===== src/rtl/seg_pkg.sv =====
// Shared constants and helpers for the multiplexed 6-digit 7-segment driver.
// Segment bytes are {dp,g,f,e,d,c,b,a}, active-low.
package seg_pkg;

  localparam int NUM_DIGITS = 6;
  localparam int BIN_W      = 20;
  localparam int BCD_W      = 4 * NUM_DIGITS;

  localparam logic [31:0] MAX_VAL     = 32'd999_999;
  localparam logic [7:0]  SEG_MINUS   = 8'hBF;
  localparam logic [7:0]  SEG_BLANK   = 8'hFF;
  localparam logic [7:0]  SEG_DP_MASK = 8'h7F;

  function automatic logic [7:0] seg_code(input logic [3:0] nib);
    logic [7:0] code;
    case (nib)
      4'd0:    code = 8'hC0;
      4'd1:    code = 8'hF9;
      4'd2:    code = 8'hA4;
      4'd3:    code = 8'hB0;
      4'd4:    code = 8'h99;
      4'd5:    code = 8'h92;
      4'd6:    code = 8'h82;
      4'd7:    code = 8'hF8;
      4'd8:    code = 8'h80;
      4'd9:    code = 8'h90;
      default: code = SEG_BLANK;
    endcase
    return code;
  endfunction

  // Double-dabble correction: any nibble >= 5 gets +3 before the next shift.
  function automatic logic [BCD_W-1:0] bcd_add3(input logic [BCD_W-1:0] bcd);
    logic [BCD_W-1:0] res;
    res = bcd;
    for (int k = 0; k < NUM_DIGITS; k++) begin
      if (bcd[4*k +: 4] >= 4'd5) begin
        res[4*k +: 4] = bcd[4*k +: 4] + 4'd3;
      end else begin
        res[4*k +: 4] = bcd[4*k +: 4];
      end
    end
    return res;
  endfunction

endpackage


===== src/rtl/bin2bcd_seq.sv =====
// Free-running sequential binary-to-BCD converter: IDLE -> LOAD -> SHIFT x20 -> DONE,
// 23 cycles per pass. Inputs are only sampled in LOAD; done_o marks a valid result.
module bin2bcd_seq
  import seg_pkg::*;
(
  input  logic                  clk_i,
  input  logic                  rst_i,
  input  logic [31:0]           data_i,
  input  logic [NUM_DIGITS-1:0] point_i,
  input  logic                  sign_i,
  output logic [BCD_W-1:0]      bcd_o,
  output logic [NUM_DIGITS-1:0] point_o,
  output logic                  sign_o,
  output logic                  done_o
);

  localparam logic [1:0] ST_IDLE  = 2'd0;
  localparam logic [1:0] ST_LOAD  = 2'd1;
  localparam logic [1:0] ST_SHIFT = 2'd2;
  localparam logic [1:0] ST_DONE  = 2'd3;

  localparam logic [4:0] LAST_SHIFT = 5'(BIN_W - 1);

  logic [1:0]            state_q, state_d;
  logic [4:0]            cnt_q, cnt_d;
  logic [BIN_W-1:0]      bin_q, bin_d;
  logic [BCD_W-1:0]      bcd_q, bcd_d;
  logic [NUM_DIGITS-1:0] point_q, point_d;
  logic                  sign_q, sign_d;
  logic [BIN_W-1:0]      clamp_s;
  logic [BCD_W-1:0]      bcd_adj_s;

  assign clamp_s   = (data_i > MAX_VAL) ? MAX_VAL[BIN_W-1:0] : data_i[BIN_W-1:0];
  assign bcd_adj_s = bcd_add3(bcd_q);

  always_comb begin
    state_d = state_q;
    cnt_d   = cnt_q;
    bin_d   = bin_q;
    bcd_d   = bcd_q;
    point_d = point_q;
    sign_d  = sign_q;
    case (state_q)
      ST_IDLE: begin
        state_d = ST_LOAD;
      end
      ST_LOAD: begin
        bin_d   = clamp_s;
        bcd_d   = '0;
        cnt_d   = 5'd0;
        point_d = point_i;
        sign_d  = sign_i;
        state_d = ST_SHIFT;
      end
      ST_SHIFT: begin
        {bcd_d, bin_d} = {bcd_adj_s, bin_q} << 1;
        cnt_d          = cnt_q + 5'd1;
        if (cnt_q == LAST_SHIFT) begin
          state_d = ST_DONE;
        end else begin
          state_d = ST_SHIFT;
        end
      end
      ST_DONE: begin
        state_d = ST_IDLE;
      end
      default: begin
        state_d = ST_IDLE;
      end
    endcase
  end

  always_ff @(posedge clk_i) begin
    if (rst_i) begin
      state_q <= ST_IDLE;
      cnt_q   <= 5'd0;
      bin_q   <= '0;
      bcd_q   <= '0;
      point_q <= '0;
      sign_q  <= 1'b0;
    end else begin
      state_q <= state_d;
      cnt_q   <= cnt_d;
      bin_q   <= bin_d;
      bcd_q   <= bcd_d;
      point_q <= point_d;
      sign_q  <= sign_d;
    end
  end

  assign bcd_o   = bcd_q;
  assign point_o = point_q;
  assign sign_o  = sign_q;
  assign done_o  = (state_q == ST_DONE);

endmodule


===== src/rtl/seg_dynamic_drv.sv =====
// 6-digit common-anode 7-segment scanner with leading-zero blanking, sign and decimal points.
// Conversion results land atomically in a display buffer; outputs are registered from the scan index.
module seg_dynamic_drv
  import seg_pkg::*;
#(
  parameter int CLK_FREQ  = 50_000_000,
  parameter int SCAN_FREQ = 1_000
) (
  input  logic                  sys_clk,
  input  logic                  sys_rst,
  input  logic [31:0]           data,
  input  logic [NUM_DIGITS-1:0] point,
  input  logic                  en,
  input  logic                  sign,
  output logic [NUM_DIGITS-1:0] seg_sel,
  output logic [7:0]            seg_led
);

  localparam int SCAN_DIV = CLK_FREQ / SCAN_FREQ;
  localparam int CNT_W    = (SCAN_DIV > 1) ? $clog2(SCAN_DIV) : 1;

  localparam logic [CNT_W-1:0]      CNT_MAX = CNT_W'(SCAN_DIV - 1);
  localparam logic [2:0]            IDX_MAX = 3'(NUM_DIGITS - 1);
  localparam logic [NUM_DIGITS-1:0] SEL_ONE = {{(NUM_DIGITS-1){1'b0}}, 1'b1};
  localparam logic [NUM_DIGITS-1:0] SEL_OFF = {NUM_DIGITS{1'b1}};

  logic [BCD_W-1:0]      conv_bcd_s;
  logic [NUM_DIGITS-1:0] conv_point_s;
  logic                  conv_sign_s;
  logic                  conv_done_s;

  logic [BCD_W-1:0]      buf_bcd_q, buf_bcd_d;
  logic [NUM_DIGITS-1:0] buf_point_q, buf_point_d;
  logic                  buf_sign_q, buf_sign_d;

  logic [CNT_W-1:0]      cnt_q, cnt_d;
  logic [2:0]            idx_q, idx_d;
  logic [NUM_DIGITS-1:0] sel_q, sel_d;
  logic [7:0]            led_q, led_d;

  logic [2:0]            msd_s, pmax_s, top_s;
  logic [3:0]            nib_s;
  logic [7:0]            digit_s;

  bin2bcd_seq u_bin2bcd (
    .clk_i   (sys_clk),
    .rst_i   (sys_rst),
    .data_i  (data),
    .point_i (point),
    .sign_i  (sign),
    .bcd_o   (conv_bcd_s),
    .point_o (conv_point_s),
    .sign_o  (conv_sign_s),
    .done_o  (conv_done_s)
  );

  // Buffer is only touched on done, so a display never sees a half-converted value.
  always_comb begin
    if (conv_done_s) begin
      buf_bcd_d   = conv_bcd_s;
      buf_point_d = conv_point_s;
      buf_sign_d  = conv_sign_s;
    end else begin
      buf_bcd_d   = buf_bcd_q;
      buf_point_d = buf_point_q;
      buf_sign_d  = buf_sign_q;
    end
  end

  always_comb begin
    if (cnt_q == CNT_MAX) begin
      cnt_d = '0;
      if (idx_q == IDX_MAX) begin
        idx_d = 3'd0;
      end else begin
        idx_d = idx_q + 3'd1;
      end
    end else begin
      cnt_d = cnt_q + CNT_W'(1);
      idx_d = idx_q;
    end
  end

  // top = highest position that must show a digit (significant digit or lit dp).
  always_comb begin
    msd_s  = 3'd0;
    pmax_s = 3'd0;
    for (int k = 0; k < NUM_DIGITS; k++) begin
      if (buf_bcd_q[4*k +: 4] != 4'd0) begin
        msd_s = 3'(k);
      end else begin
        msd_s = msd_s;
      end
      if (buf_point_q[k]) begin
        pmax_s = 3'(k);
      end else begin
        pmax_s = pmax_s;
      end
    end
    top_s = (pmax_s > msd_s) ? pmax_s : msd_s;
  end

  always_comb begin
    nib_s = buf_bcd_q[{idx_q, 2'b00} +: 4];
    if (idx_q <= top_s) begin
      if (buf_point_q[idx_q]) begin
        digit_s = seg_code(nib_s) & SEG_DP_MASK;
      end else begin
        digit_s = seg_code(nib_s);
      end
    end else if (buf_sign_q && (idx_q == top_s + 3'd1)) begin
      digit_s = SEG_MINUS;
    end else begin
      digit_s = SEG_BLANK;
    end
  end

  always_comb begin
    if (en) begin
      sel_d = ~(SEL_ONE << idx_q);
      led_d = digit_s;
    end else begin
      sel_d = SEL_OFF;
      led_d = SEG_BLANK;
    end
  end

  always_ff @(posedge sys_clk) begin
    if (sys_rst) begin
      buf_bcd_q   <= '0;
      buf_point_q <= '0;
      buf_sign_q  <= 1'b0;
      cnt_q       <= '0;
      idx_q       <= 3'd0;
      sel_q       <= SEL_OFF;
      led_q       <= SEG_BLANK;
    end else begin
      buf_bcd_q   <= buf_bcd_d;
      buf_point_q <= buf_point_d;
      buf_sign_q  <= buf_sign_d;
      cnt_q       <= cnt_d;
      idx_q       <= idx_d;
      sel_q       <= sel_d;
      led_q       <= led_d;
    end
  end

  assign seg_sel = sel_q;
  assign seg_led = led_q;

endmodule


===== config.mk =====
export PLATFORM = sky130hd
export DESIGN_NAME = seg_dynamic_drv
export DESIGN_NICKNAME = d
export VERILOG_FILES = /design/src/rtl/seg_pkg.sv /design/src/rtl/bin2bcd_seq.sv /design/src/rtl/seg_dynamic_drv.sv
export SDC_FILE = /design/constraint.sdc
export NUM_CORES = 1
export LEC_CHECK = 0
export ABC_AREA = 1
export CORE_ASPECT_RATIO = 0.5
export CORE_MARGIN = 3
export CORE_UTILIZATION = 40
export DETAILED_ROUTE_END_ITERATION = 8
export DONT_BUFFER_PORTS = 1
export GPL_TIMING_DRIVEN = 0
export RECOVER_POWER = 100
export SETUP_SLACK_MARGIN = 0.5
export SYNTH_ARGS = -nofsm -noshare
export SYNTH_HDL_FRONTEND = slang
export SYNTH_SLANG_ARGS = --single-unit

===== constraint.sdc =====
create_clock -name sys_clk -period 3 [get_ports sys_clk]
set_input_delay 0.3 -clock sys_clk [delete_from_list [all_inputs] [get_ports sys_clk]]
set_output_delay 0.3 -clock sys_clk [all_outputs]
set_load 0.005 [all_outputs]

Word level (Yosys, flattened, before mapping)
Memories as Yosys holds them, arrays and structs flattened. Cells that the tools add are included.

Add/sub/neg operators: 10. Order comparisons: 10. Equal/unequal tests: 7. Shift operators: 2. Multiplexer cells: 29. Bitwise operators: 2. Reductions and logical operators: 10.

Operator list (count): 24-bit case mux with 2 select lines (1); 20-bit case mux with 2 select lines (1); 3-bit 2-to-1 mux (11); 32-bit by 20-bit greater-than comparator with 1-bit output, second input constant (1); 4-bit by 3-bit >= comparator with 1-bit output, second input constant (6); 24-bit by 6-bit indexed part select with 4-bit output (1); 4-bit by 2-bit adder with 4-bit output, second input constant (5); 20-bit 2-to-1 mux (1); 4-bit 2-to-1 mux (5); 4-bit nonzero test (5); 16-bit by 1-bit adder with 16-bit output, second input constant (1); 16-bit equality test, second input constant (1); 8-bit 2-to-1 mux (2); 5-bit case mux with 2 select lines (1); 2-bit case mux with 4 select lines (1); 7-bit 2-to-1 mux (1); 3-bit by 1-bit adder with 3-bit output, second input constant (2); 6-bit NOT (1); 1-bit by 3-bit left shift with 6-bit output, first input constant (1); 5-bit by 1-bit adder with 5-bit output, second input constant (1); 5-bit equality test, second input constant (1); 2-bit equality test, second input constant (2); 3-bit by 4-bit less-than comparator with 1-bit output, second input constant (1); 1-bit 2-to-1 mux (4); other kinds (12) (13).

Register bits: 122. ROM bits: 224. Input bits: 42. Word-level logic and storage cells: 85. Memories kept: 2.

Memories: (no name shown) (depth 16, width 7, rd ports 1, clocked after Yosys merged registers in 0, write ports 0, line seg_pkg.sv:16) `case (nib)`; (no name shown) (depth 16, width 7, rd ports 1, clocked after Yosys merged registers in 0, write ports 0, line seg_pkg.sv:16).

Depth between registers and ports, before layout
Depth in word-level cells: 13. Mapped depth: 19.

Modules after synthesis
Synthesis repeated with hierarchy kept, for this count alone.

Cell total of the unflattened synthesis: 855. Area, all modules: 6256.0 um^2.

By module, submodules not included: seg_dynamic_drv (instances 1, cells an instance 444, area each 3178.0 um^2, sequential area each 1281.2 um^2); bin2bcd_seq (instances 1, cells an instance 411, area each 3078.0 um^2, sequential area each 1161.1 um^2).

Worst setup path before layout
OpenSTA, ideal clock, no wires.

Path type: reg-to-reg. Start: register buf_bcd_q[18]. End: register led_q[6] (netlist: seg_led[6]). Library setup time: 116 ps. Arrival time: 2436 ps. Data required time: 2884 ps. Setup slack: 448 ps. Cell stages (with the launch flop): 18. Path buffers: 0. Cells stage by stage: dfxtp_1 > nor2_1 > nand3_1 > nor2_1 > nand2_1 > ha_1 > nand2_1 > nor2_1 > nor2_1 > a31oi_1 > nand2_1 > o21a_1 > ha_1 > xor2_1 > nor4_1 > nand2_1 > o21ai_0 > nand2_1.

Cells in the longest elaborated chain, start to end: 10. Elaborated cells on any way between the ends: 15. Those cells by class: add/sub: 1; order compare: 2; eq/ne: 1; shift: 1; mux: 6; reduce/logical: 2; memory: 2.

RTL lines: from (decl) (line seg_dynamic_drv.sv:32) `logic [BCD_W-1:0] buf_bcd_q, buf_bcd_d;`; from (signal assigned) (line seg_dynamic_drv.sv:138) `buf_bcd_q <= buf_bcd_d;`; 4-bit nonzero test (line seg_dynamic_drv.sv:89) `if (buf_bcd_q[4*k +: 4] != 4'd0) begin`; 3-bit 2-to-1 mux (2 in series) (line seg_dynamic_drv.sv:89); 3-bit greater-than comparator (line seg_dynamic_drv.sv:100) `top_s = (pmax_s > msd_s) ? pmax_s : msd_s;`; 3-bit 2-to-1 mux (line seg_dynamic_drv.sv:100); 3-bit by 1-bit adder with 3-bit output (line seg_dynamic_drv.sv:111) `end else if (buf_sign_q && (idx_q == top_s + 3'd1)) begin`; 3-bit equality test (line seg_dynamic_drv.sv:111); 1-bit logical AND (line seg_dynamic_drv.sv:111); 7-bit 2-to-1 mux (line seg_dynamic_drv.sv:111); 8-bit 2-to-1 mux (*) (line seg_dynamic_drv.sv:105) `if (idx_q <= top_s) begin`; to (signal assigned) (line seg_dynamic_drv.sv:144) `led_q <= led_d;`; to (decl) (line seg_dynamic_drv.sv:39) `logic [7:0] led_q, led_d;`.

Mark *: on every way between the ends. The rest lies on a longest branch, timed or not. A chain may end at the register's enable or synchronous reset.

Final worst setup path
Start: register buf_bcd_q[21]. End: register led_q[5] (netlist: seg_led[5]).

Cells in the longest elaborated chain, start to end: 6. Elaborated cells on any way between the ends: 10. Those cells by class: order compare: 2; shift: 1; mux: 4; reduce/logical: 1; memory: 2.

RTL lines (line): branches (longest 5 deep; another with memory read 16 x 7 bit); 8-bit 2-to-1 mux (*) (seg_dynamic_drv.sv:105).

Every way passes the cells marked *.

==> impl_metrics.env <==
export IMPL_outcome="finished clean"
export IMPL_drt_iter0_drc=267
export IMPL_start_kind="flop"
export IMPL_synthesis_nets=942
export IMPL_period_needed_ns=2.746
export IMPL_grt_pass1_wl_um=24230
export IMPL_via_per_inst=4.966
export IMPL_grt_antenna_before_repair=0
export IMPL_drt_pass1_iterations=4
export IMPL_worstPathCellList="inv_1 -> nand4_1 -> nor2_1 -> nand2_1 -> ha_4 -> nand2_4 -> nor2_4 -> nor2_2 -> a31oi_4 -> nand2_1 -> o21a_1 -> buf_6 -> ha_4 -> a32o_2 -> nand2_4 -> nor2_4 -> nand2_1"
export IMPL_cts_htree_levels=4
export IMPL_numPlacedInstances=1067
export IMPL_yosysTopAreaCell="dfxtp_1"
export IMPL_syn_area_per_cell_um2=7.062
export IMPL_synthCells=869
export IMPL_finalSetupTns_ns=0
export IMPL_min_from="point[4]"
export IMPL_ys_warn_count=0
export IMPL_seqCellArea_um2=2449
export IMPL_cts_made_buffers=17
export IMPL_via_count=5502
export IMPL_slew_headroom=0.5522
export IMPL_timing_rr_start="buf_bcd_q[21]"
export IMPL_crit_family="simple AND/OR/NAND/NOR gates"
export IMPL_cp_data_arrival_time_ns=3.05
export IMPL_fillers=1522
export IMPL_cts_path_max_buffers=2
export IMPL_tightest_slew_ns=0.6716
export IMPL_floorplan_initialDensity=0.4164
export IMPL_netlist_top_cells_area="dfxtp_1 40%, nand2_1 12%, a21oi_1 7.6%, ha_1 6.3%, inv_1 5.7%"
export IMPL_yosysMostFrequentCell="nand2_1"
export IMPL_cpPeakStageDelay_ns=0.32
export IMPL_worst_clock_skew_ns=0.009302
export IMPL_portBuffers=0
export IMPL_cts_tree="yes"
export IMPL_nets=970
export IMPL_leakage_nw=2.813
export IMPL_hold_end="u_bin2bcd.point_o[4]"
export IMPL_path_buf_inv=2
export IMPL_drive_gt1_frac=0.1066
export IMPL_rsz0062_at_grt="true"
export IMPL_grt_start_max_net_pins=17
export IMPL_path_common_cell="nand2_1"
export IMPL_synth_top_cell_area_share=0.3980
export IMPL_fin_cells=1108
export IMPL_dieArea_um2=16960
export IMPL_grt_pass1_vias=5095
export IMPL_critPathCaptureType="flop"
export IMPL_syn_area_um2=6137
export IMPL_drc=0
export IMPL_ff2ff_path_depth=17
export IMPL_track_usage=0.1751
export IMPL_critical_path_max_fanout=5
export IMPL_yosys_top_cells_count="191 x nand2_1, 122 x dfxtp_1, 94 x inv_1"
export IMPL_setup_viol=0
export IMPL_gp_congestion=0.8077
export IMPL_yosysUniqueCellTypes=45
export IMPL_antennaDiodeCount=0
export IMPL_synth_ff_type="dfxtp_1"
export IMPL_io_pins=56
export IMPL_syn2layout_area_growth_pct=16.74
export IMPL_grt_ovfl_total=0
export IMPL_fmax_mhz=364.1
export IMPL_min_period_over_period=0.9155
export IMPL_die_w_um=181.2
export IMPL_reg2reg_slack_ns=0.25
export IMPL_cap_violations=0
export IMPL_routed_wl_um=14540
export IMPL_synth_edf_count=0
export IMPL_cts_root_buffer="clkbuf_16"
export IMPL_hold_viol_final=0
export IMPL_postRouteAntennaNets=0
export IMPL_die_h_um=93.59
export IMPL_core_um2=14740
export IMPL_required_ns=3.30
export IMPL_p_per_area_nw_per_um2=748.2
export IMPL_worstReg2RegEnd="seg_led[5]"
export IMPL_dp_hpwl_um=10580
export IMPL_peakVddDrop_mv=0.5007
export IMPL_hold_path_class="in -> reg"
export IMPL_synth_seq_cells=122
export IMPL_seq_area_frac_synth=0.3980
export IMPL_wire_per_inst_um=13.12
export IMPL_row_count=31
export IMPL_cts_sinks=122
export IMPL_multiInputGateArea_um2=3266
export IMPL_path_clk_slew_ns=0.06
export IMPL_finalMaxSlewViolations=0
export IMPL_min_path_cells=2
export IMPL_cp_slowest_cell="dfxtp_1"
export IMPL_crit_type="reg -> reg"
export IMPL_async_flop_share=0
export IMPL_clock_latency_ns=0.41
## power breakdown
group / internal (mW) / switching (mW) / total (mW)
clock: 1.35 / 0.753 / 2.10
sequential: 1.78 / 0.0882 / 1.87
combinational: 0.585 / 0.802 / 1.39
total: 3.72 / 1.64 / 5.36
## through the flow
stage / utilization / hold slack [ns] / power, mW / setup WS [ns] / instance area [um2]
after floorplan: - / 0.4175 / 2.671 / 0.4905 / 6140
after global placement: 0.4334 / 0.4354 / 2.889 / 0.1326 / 6387
after detailed placement: 0.4334 / 0.4421 / 2.912 / 0.07771 / 6387
after CTS: 0.4865 / 0.01560 / 5.307 / 0.2741 / 7171
after global routing: 0.4861 / 0.02163 / 5.642 / 0.05223 / 7164
final: 0.4861 / 0.02486 / 5.361 / 0.2535 / 7164
## cells by family (layout without fill, tap and decap cells)
family,after synthesis,in the layout,synth area share
AND/OR/NAND/NOR,386,386,0.2777
AO/OA/AOI/OAI,184,184,0.1584
buffers and inverters,136,177,0.08848
flip-flops,122,122,0.3980
adder cells (fa/ha/maj),31,31,0.06320
XOR/XNOR,10,10,0.01427
## worst reg2reg max path, cell delays in order, from the launching register on
cell and delay [ns]:
dfxtp_1 0.32, inv_1 0.05, nand4_1 0.12, nor2_1 0.18
nand2_1 0.14, ha_4 0.31, nand2_4 0.05, nor2_4 0.10
nor2_2 0.06, a31oi_4 0.20, nand2_1 0.07, o21a_1 0.14
buf_6 0.13, ha_4 0.26, a32o_2 0.20, nand2_4 0.09
nor2_4 0.15, nand2_1 0.07
## area by class of cell
| cell class | instances | area share |
|---|---|---|
| Tap cell | 198 | 0.03458 |
| Multi-Input combinational cell | 611 | 0.4558 |
| Buffer | 34 | 0.01921 |
| Sequential cell | 122 | 0.3418 |
| Clock buffer | 21 | 0.06427 |
| Inverter | 102 | 0.05431 |
| Clock inverter | 11 | 0.02008 |
| Timing Repair Buffer | 9 | 0.009955 |
## registers in the layout, indices dropped and copies added (netlist names)
| signal | flops |
|---|---|
| cnt_q | 16 |
| u_bin2bcd.sign_o | 1 |
| u_bin2bcd.point_o | 6 |
| buf_bcd_q | 24 |
| u_bin2bcd.bin_q | 20 |
| buf_sign_q | 1 |
| u_bin2bcd.bcd_o | 24 |
| u_bin2bcd.state_q | 2 |
| buf_point_q | 6 |
| seg_sel | 6 |
| seg_led | 8 |
| idx_q | 3 |
| u_bin2bcd.cnt_q | 5 |
## what timing repair did
item	4_1_cts	5_1_grt
hold buffers	0	0
gates resized for setup	31	10
cloned	0	0
setup endpoints to repair	8	8
pin swaps	12	11
buffers inserted	7	2
## cell usage in the layout (no fill, tap or decap), types with 2 or more instances in the layout
cell	count
nor3b_1	4
inv_2	6
o21ai_0	67
buf_4	8
clkbuf_1	32
nand2_2	8
buf_6	2
nor3_1	9
or2_2	2
nand3_1	52
clkinv_2	3
ha_1	27
a21oi_1	91
a31oi_1	2
buf_2	2
o211ai_1	2
nand2_4	4
o21ai_2	2
nand2_1	188
o21ai_1	3
nor4_2	3
nor2_4	3
bufinv_16	3
dfxtp_1	117
o22ai_1	6
ha_4	4
clkbuf_16	17
nand3_2	4
clkbuf_8	2
clkinvlp_4	4
nand4_1	15
xnor2_1	2
xor2_1	8
inv_1	92
o21a_1	2
nor2_1	86
a21oi_2	4
dfxtp_2	5
inv_4	2
## worst max path at each step
stage                     slack, ns          start  cells after the start         end
final                          0.25  buf_bcd_q[21]                     17  seg_led[5]
after global routing           0.05  buf_bcd_q[21]                     17  seg_led[6]
after CTS                      0.27  buf_bcd_q[18]                     17  seg_led[6]
after detailed placement       0.08  buf_bcd_q[20]                     18  seg_led[7]
after global placement         0.13   buf_bcd_q[8]                     16  seg_led[7]
after floorplan                0.49  buf_bcd_q[18]                     17  seg_led[6]
## per-layer routing
| metal | share of wire | track usage | vias up | routed length (um) |
|---|---|---|---|---|
| met2 | 0.43 | 0.2786 | 94 | 6183 |
| met1 | 0.52 | 0.2403 | 2487 | 7609 |
| met3 | 0.041 | 0.03574 | 16 | 595 |
| li1 | - | - | 2905 | - |
| met5 | 0 | 0 | - | 0 |
| met4 | 0.010 | 0.05383 | 0 | 147 |
Power figures use the tool's default switching activity.
